## config.mk

```make
export PLATFORM = sky130hd
export DESIGN_NAME = cobro_pago
export DESIGN_NICKNAME = d
export VERILOG_FILES = /design/src/rtl/pago_pkg.sv /design/src/rtl/contador_desc.sv /design/src/rtl/cobro_pago.sv
export SDC_FILE = /design/constraint.sdc
export NUM_CORES = 1
export LEC_CHECK = 0
export BUFFER_PORTS_ARGS = -buffer_cell sky130_fd_sc_hd__clkbuf_2
export CAP_MARGIN = 20
export CORE_ASPECT_RATIO = 0.5
export CORE_MARGIN = 2
export CORE_UTILIZATION = 53
export CTS_CLUSTER_DIAMETER = 80
export DETAILED_ROUTE_END_ITERATION = 10
export GPL_ROUTABILITY_DRIVEN = 0
export PLACE_DENSITY = 0.81
export SLEW_MARGIN = 5
export SYNTH_ARGS = -nofsm -noshare
export SYNTH_HDL_FRONTEND = slang
export SYNTH_HIERARCHICAL = 1
export SYNTH_SLANG_ARGS = --single-unit
export TNS_END_PERCENT = 20
```

## constraint.sdc

```tcl
create_clock -name clk -period 3.8 [get_ports clk]
set_clock_uncertainty 0.1 [all_clocks]
set_input_delay 0.76 -clock clk [delete_from_list [all_inputs] [get_ports clk]]
set_output_delay 0.76 -clock clk [all_outputs]
set_load 0.05 [all_outputs]
```

## src/rtl/pago_pkg.sv

```systemverilog
// Shared encodings for the payment-execution block: FSM states, coin values
// and the debug snapshot exported by the top.
package pago_pkg;

  typedef enum logic [2:0] {
    ESP   = 3'b000,
    CAJA  = 3'b001,
    TARJ  = 3'b010,
    VUEL  = 3'b011,
    FIN   = 3'b100,
    FALLO = 3'b101
  } estado_t;

  localparam int unsigned V1  = 1;
  localparam int unsigned V5  = 5;
  localparam int unsigned V10 = 10;

  typedef struct packed {
    estado_t estado;
    logic    canc;
    logic    vuel_one;
    logic    vuel_zero;
    logic    tmo_one;
    logic    tmo_zero;
  } dbg_t;

  // Coins arriving in the same cycle all count; the worst case is 16.
  function automatic logic [4:0] valor_monedas(input logic m1, input logic m5,
                                               input logic m10);
    logic [4:0] v;
    v = 5'd0;
    if (m1)  v = v + 5'(V1);
    if (m5)  v = v + 5'(V5);
    if (m10) v = v + 5'(V10);
    return v;
  endfunction

endpackage

```

## src/rtl/contador_desc.sv

```systemverilog
// Loadable W-bit down-counter; holds at zero instead of wrapping.
module contador_desc #(
  parameter int W = 8
) (
  input  logic         clk,
  input  logic         rst,
  input  logic         load,
  input  logic [W-1:0] val,
  input  logic         dec,
  output logic         zero,
  output logic         one
);

  logic [W-1:0] cnt_q, cnt_d;

  always_comb begin
    cnt_d = cnt_q;
    if (load)
      cnt_d = val;
    else if (dec && (cnt_q != '0))
      cnt_d = cnt_q - W'(1);
  end

  always_ff @(posedge clk or posedge rst) begin
    if (rst) cnt_q <= '0;
    else     cnt_q <= cnt_d;
  end

  assign zero = (cnt_q == '0);
  assign one  = (cnt_q == W'(1));

endmodule

```

## src/rtl/cobro_pago.sv

```systemverilog
// Payment execution: collects cash against a latched price or waits for a card
// verdict, returns change one unit per cycle, then pulses OK or ERR.
module cobro_pago
  import pago_pkg::*;
#(
  parameter int W   = 8,
  parameter int TMO = 200
) (
  input  logic         clk,
  input  logic         reset,
  input  logic         EFE,
  input  logic         TAR,
  input  logic [W-1:0] PRECIO,
  input  logic         M1,
  input  logic         M5,
  input  logic         M10,
  input  logic         CAN,
  input  logic         APR,
  input  logic         RCH,
  output logic         OK,
  output logic         ERR,
  output logic         DEV,
  output logic [W-1:0] SALDO,
  output logic         OCUP,
  output dbg_t         dbg
);

  localparam logic [W-1:0] TMO_INI = W'(TMO - 1);

  // Handshake: none. EFE/TAR are levels sampled only in ESP; coin, CAN, APR
  // and RCH are single-cycle pulses sampled on the rising edge of clk.

  estado_t      estado_q, estado_d;
  logic [W-1:0] precio_q, precio_d;
  logic [W-1:0] saldo_q, saldo_d;
  logic         canc_q, canc_d;
  logic         ok_q, err_q, dev_q, ocup_q;

  logic         vuel_load, vuel_dec, vuel_zero, vuel_one;
  logic [W-1:0] vuel_val;
  logic         tmo_load, tmo_dec, tmo_zero, tmo_one;

  logic [W:0]   suma;
  logic [W-1:0] saldo_sat;
  logic [W-1:0] cambio;

  // Sum kept one bit wider so saturation and the price compare see the carry.
  always_comb begin
    suma      = {1'b0, saldo_q} + (W+1)'(valor_monedas(M1, M5, M10));
    saldo_sat = suma[W] ? {W{1'b1}} : suma[W-1:0];
    cambio    = W'(suma - {1'b0, precio_q});
  end

  always_comb begin
    estado_d  = estado_q;
    precio_d  = precio_q;
    saldo_d   = saldo_q;
    canc_d    = canc_q;
    vuel_load = 1'b0;
    vuel_val  = '0;
    vuel_dec  = 1'b0;
    tmo_load  = 1'b0;
    tmo_dec   = 1'b0;
    case (estado_q)
      ESP: begin
        if (EFE || TAR) begin
          precio_d = PRECIO;
          saldo_d  = '0;
          canc_d   = 1'b0;
          if (EFE) begin
            estado_d = CAJA;
          end else begin
            estado_d = TARJ;
            tmo_load = 1'b1;
          end
        end
      end
      CAJA: begin
        if (CAN) begin
          canc_d = 1'b1;
          if (saldo_q != '0) begin
            estado_d  = VUEL;
            vuel_load = 1'b1;
            vuel_val  = saldo_q;
          end else begin
            estado_d = FALLO;
          end
        end else begin
          saldo_d = saldo_sat;
          if (suma >= {1'b0, precio_q}) begin
            if (cambio != '0) begin
              estado_d  = VUEL;
              vuel_load = 1'b1;
              vuel_val  = cambio;
            end else begin
              estado_d = FIN;
            end
          end
        end
      end
      TARJ: begin
        tmo_dec = 1'b1;
        if (APR)
          estado_d = FIN;
        else if (RCH || CAN || tmo_zero)
          estado_d = FALLO;
      end
      VUEL: begin
        vuel_dec = 1'b1;
        // A zero count cannot occur on a legal path; leave rather than stall.
        if (vuel_one || vuel_zero)
          estado_d = canc_q ? FALLO : FIN;
      end
      FIN, FALLO: begin
        estado_d = ESP;
        saldo_d  = '0;
      end
      default: estado_d = ESP;
    endcase
  end

  always_ff @(posedge clk or posedge reset) begin
    if (reset) begin
      estado_q <= ESP;
      precio_q <= '0;
      saldo_q  <= '0;
      canc_q   <= 1'b0;
      ok_q     <= 1'b0;
      err_q    <= 1'b0;
      dev_q    <= 1'b0;
      ocup_q   <= 1'b0;
    end else begin
      estado_q <= estado_d;
      precio_q <= precio_d;
      saldo_q  <= saldo_d;
      canc_q   <= canc_d;
      ok_q     <= (estado_d == FIN);
      err_q    <= (estado_d == FALLO);
      dev_q    <= (estado_d == VUEL);
      ocup_q   <= (estado_d != ESP);
    end
  end

  contador_desc #(.W(W)) u_vuelto (
    .clk  (clk),
    .rst  (reset),
    .load (vuel_load),
    .val  (vuel_val),
    .dec  (vuel_dec),
    .zero (vuel_zero),
    .one  (vuel_one)
  );

  contador_desc #(.W(W)) u_timeout (
    .clk  (clk),
    .rst  (reset),
    .load (tmo_load),
    .val  (TMO_INI),
    .dec  (tmo_dec),
    .zero (tmo_zero),
    .one  (tmo_one)
  );

  assign OK    = ok_q;
  assign ERR   = err_q;
  assign DEV   = dev_q;
  assign OCUP  = ocup_q;
  assign SALDO = saldo_q;

  assign dbg.estado    = estado_q;
  assign dbg.canc      = canc_q;
  assign dbg.vuel_one  = vuel_one;
  assign dbg.vuel_zero = vuel_zero;
  assign dbg.tmo_one   = tmo_one;
  assign dbg.tmo_zero  = tmo_zero;

endmodule

```

==> results.sh <==
export IMPL_status="finished with violations"
export IMPL_violations="setup timing"
export IMPL_antenna_found_initial=0
export IMPL_syn_area_per_cell_um2=8.56
export IMPL_synth_ff_type="dfrtp_1"
export IMPL_ios=38
export IMPL_startpoint="M5"
export IMPL_drt_first_pass_iters=5
export IMPL_nNetsFinal=503
export IMPL_cts_root_buffer="clkbuf_16"
export IMPL_drt_iter0_markers=364
export IMPL_synth_top_area_frac=0.320
export IMPL_n_antenna_cell=0
export IMPL_netlist_instances=366
export IMPL_maxSlewViolCount=0
export IMPL_critPathBufInv=5
export IMPL_synth_area_um2=3130
export IMPL_fmax_ghz=0.228
export IMPL_die_y_um=58.4
export IMPL_postLayoutCoreUtil=0.758
export IMPL_grt_usage=0.278
export IMPL_ir_worst_vdd_v=0.000730
export IMPL_synth_compound_area_frac=0.250
export IMPL_viasPerCell=6.23
export IMPL_tightest_slew_ns=0.875
export IMPL_finalHoldViolations=0
export IMPL_syn2layout_area_growth_pct=35.3
export IMPL_critPathMaxFanout=6
export IMPL_overflow=0
export IMPL_async_reset_ff_frac=1.00
export IMPL_core_area_um2=5590
export IMPL_final_antenna_net_count=0
export IMPL_finalCriticalPeriod_ns=4.38
export IMPL_power_leakage_nw=1.96
export IMPL_setup_slack_ns=-0.580
export IMPL_clkSinkCount=40
export IMPL_synth_cell_type_count=64
export IMPL_dp_hpwl_um=6630
export IMPL_grt_max_degree=25
export IMPL_cp_arrival_ns=4.45
export IMPL_insertion_delay_ns=0.29
export IMPL_path_common_cell="ha_4"
export IMPL_tns_ns=-7.39
export IMPL_critPathKind="input pin to register"
export IMPL_synth_seq_cells=40
export IMPL_ys_seq_area_frac=0.320
export IMPL_fill_cells=359
export IMPL_cts_tree="built"
export IMPL_numCtsBuffers=5
export IMPL_yosysTopAreaCell="dfrtp_1"
export IMPL_crit_chain="buf_8, ha_4, inv_2, ha_4, inv_4, ha_4, a21o_1, a21oi_2, o21bai_1, a21oi_2, xnor2_1, ha_1, nand4_1, a211oi_2, o31a_1, o2111ai_2, o31ai_4, inv_2, buf_6, a221o_1"
export IMPL_synthAdderAreaFrac=0.105
export IMPL_drive_above_1_share=0.336
export IMPL_clk_pin_slew_worst_paths_ns=0.06
export IMPL_worstPathRequired_ns=3.87
export IMPL_synthTopCellsByArea="dfrtp_1 (32%), ha_1 (9.2%), nor2_1 (4.4%)"
export IMPL_drc=0
export IMPL_hold_buffers=0
export IMPL_synth_top_family_by_area="compound AO/OA/AOI/OAI gates"
export IMPL_wl_um=9620
export IMPL_portBuffers=37
export IMPL_yosysWarnings=6
export IMPL_clockBufferDepth=2
export IMPL_cp_top_family="compound AO/OA/AOI/OAI gates"
export IMPL_grt_pass1_vias=3217
export IMPL_die_w_um=113
export IMPL_grt_first_pass_wirelength_um=14600
export IMPL_cp_slowest_cell="ha_1"
export IMPL_cap_violations=0
export IMPL_min_period_over_period=1.15
export IMPL_synthMuxAreaShare=0.0104
export IMPL_route_vias_total=3327
export IMPL_power_mw=4.41
export IMPL_maxSlewHeadroom=0.412
export IMPL_h_tree_depth=2
export IMPL_wl_per_cell_um=18.0
export IMPL_yosys_area_share_simple=0.222
export IMPL_worstSetupStartpointType="input pin"
export IMPL_power_density_nw_per_um2=1040
export IMPL_rsz0062_at_grt="true"
export IMPL_r2r_start="SALDO[1]"
export IMPL_crit_path_end_kind="register"
export IMPL_synth_xor_area_frac=0.0196
export IMPL_slowest_delay_ns=0.39
export IMPL_rows=19
export IMPL_die_area_um2=6580
export IMPL_hp_class="input pin to async pin"
export IMPL_synth_edf_count=0
export IMPL_setup_violations=15
export IMPL_initial_core_util=0.561
-- worst reg2reg max path: stages (launching register included) --
cell	delay (ns)
dfrtp_1	0.46
inv_1	0.10
fa_2	0.42
nor2b_4	0.14
o31a_1	0.23
o21ai_2	0.10
xnor2_1	0.16
ha_1	0.35
nand4_1	0.14
a211oi_2	0.33
o31a_1	0.22
o2111ai_2	0.17
o31ai_4	0.31
inv_2	0.12
buf_6	0.15
a221o_1	0.34
-- repair_timing --
item | CTS | global route
setup buffers | 8 | 4
pin swaps | 19 | 23
cloned | 1 | 0
setup endpoints to repair | 15 | 15
resized for setup | 13 | 27
-- cells in the final DEF (no fill, tap or decap), types with 6 or more instances in the layout --
cell      instances
ha_1             17
a31oi_1           6
nand2_1          33
buf_4            55
ha_4              6
a21oi_1           9
inv_1            24
nor2_1           32
conb_1            8
nand4_1           6
clkbuf_2         35
a21o_1            6
o21ai_0          23
dfrtp_1          40
nand3_1           6
nand2b_1          7
-- per-layer routing --
metal / GRT usage / routed length (µm)
met1: 0.341 / 3930
met2: 0.485 / 4710
met3: 0.0587 / 668
met4: 0.127 / 308
met5: 0 / 0
-- flip-flops by register name, summed over array words and instances (netlist names) --
register	count
ERR	1
OK	1
precio_q	8
u_timeout/cnt_q	8
canc_q	1
DEV	1
u_vuelto/cnt_q	8
SALDO	8
estado_q	3
OCUP	1
-- final cells by class --
cell class                      instances  area, µm²  share of cell area
Timing Repair Buffer                   98        702               0.166
Sequential cell                        40       1000               0.236
Multi-Input combinational cell        282       2160               0.510
Inverter                               33        131              0.0310
Clock buffer                            7        143              0.0337
Clock inverter                          1       7.51             0.00177
Tap cell                               73       91.3              0.0216
-- stage by stage --
stage	setup slack (ns)	hold WS (ns)	instances	instance area, µm²
2_1_floorplan	-0.576	0.387	372	3280
3_3_place_gp	-0.743	0.404	512	3810
3_5_place_dp	-0.990	0.407	512	3810
4_1_cts	-0.482	0.340	529	4070
5_1_grt	-0.721	0.370	534	4240
6_report	-0.580	0.350	534	4240
-- Yosys cell counts (all sizes together) (4+ instances only) --
master,instances
a211oi,4
o211ai,5
inv,31
nand2,33
a21oi,11
nor2,38
a21o,6
nor4b,4
dfrtp,40
buf,7
nor3b,5
o2111ai,6
a31oi,6
or4,5
o21ai,27
o22a,4
nand2b,7
xnor2,5
nor4,6
nand3,6
o31a,4
nor3,5
nand4,6
ha,23
a22o,5
o311ai,4
clkbuf,10
-- worst paths after layout --
kind	endpoint	slack, ns	depth (start not counted)
setup / recovery	u_vuelto/cnt_q[6]	-0.58	20
hold / removal	u_timeout/cnt_q[0]	0.35	2
setup reg to reg	u_vuelto/cnt_q[6]	-0.15	15
hold reg to reg	precio_q[0]	0.42	1
max in group asynchronous	SALDO[0]	2.72	3
min in group clk	precio_q[0]	0.42	1
-- power breakdown --
| group | total (mW) | internal (mW) | leakage [nW] | switching [mW] |
|---|---|---|---|---|
| clock | 0.442 | 0.262 | 0.0701 | 0.181 |
| combinational | 3.16 | 1.40 | 1.39 | 1.76 |
| sequential | 0.807 | 0.610 | 0.506 | 0.197 |
| total | 4.41 | 2.27 | 1.96 | 2.14 |
-- logic make-up after synthesis --
family	count (synthesis)
xor+xnor	7
flops	40
fa+ha+maj	25
compound gates	106
mux	3
simple gates	133
other cells	2
buf+inv	50
No activity file was read; power rests on OpenSTA's default activity.
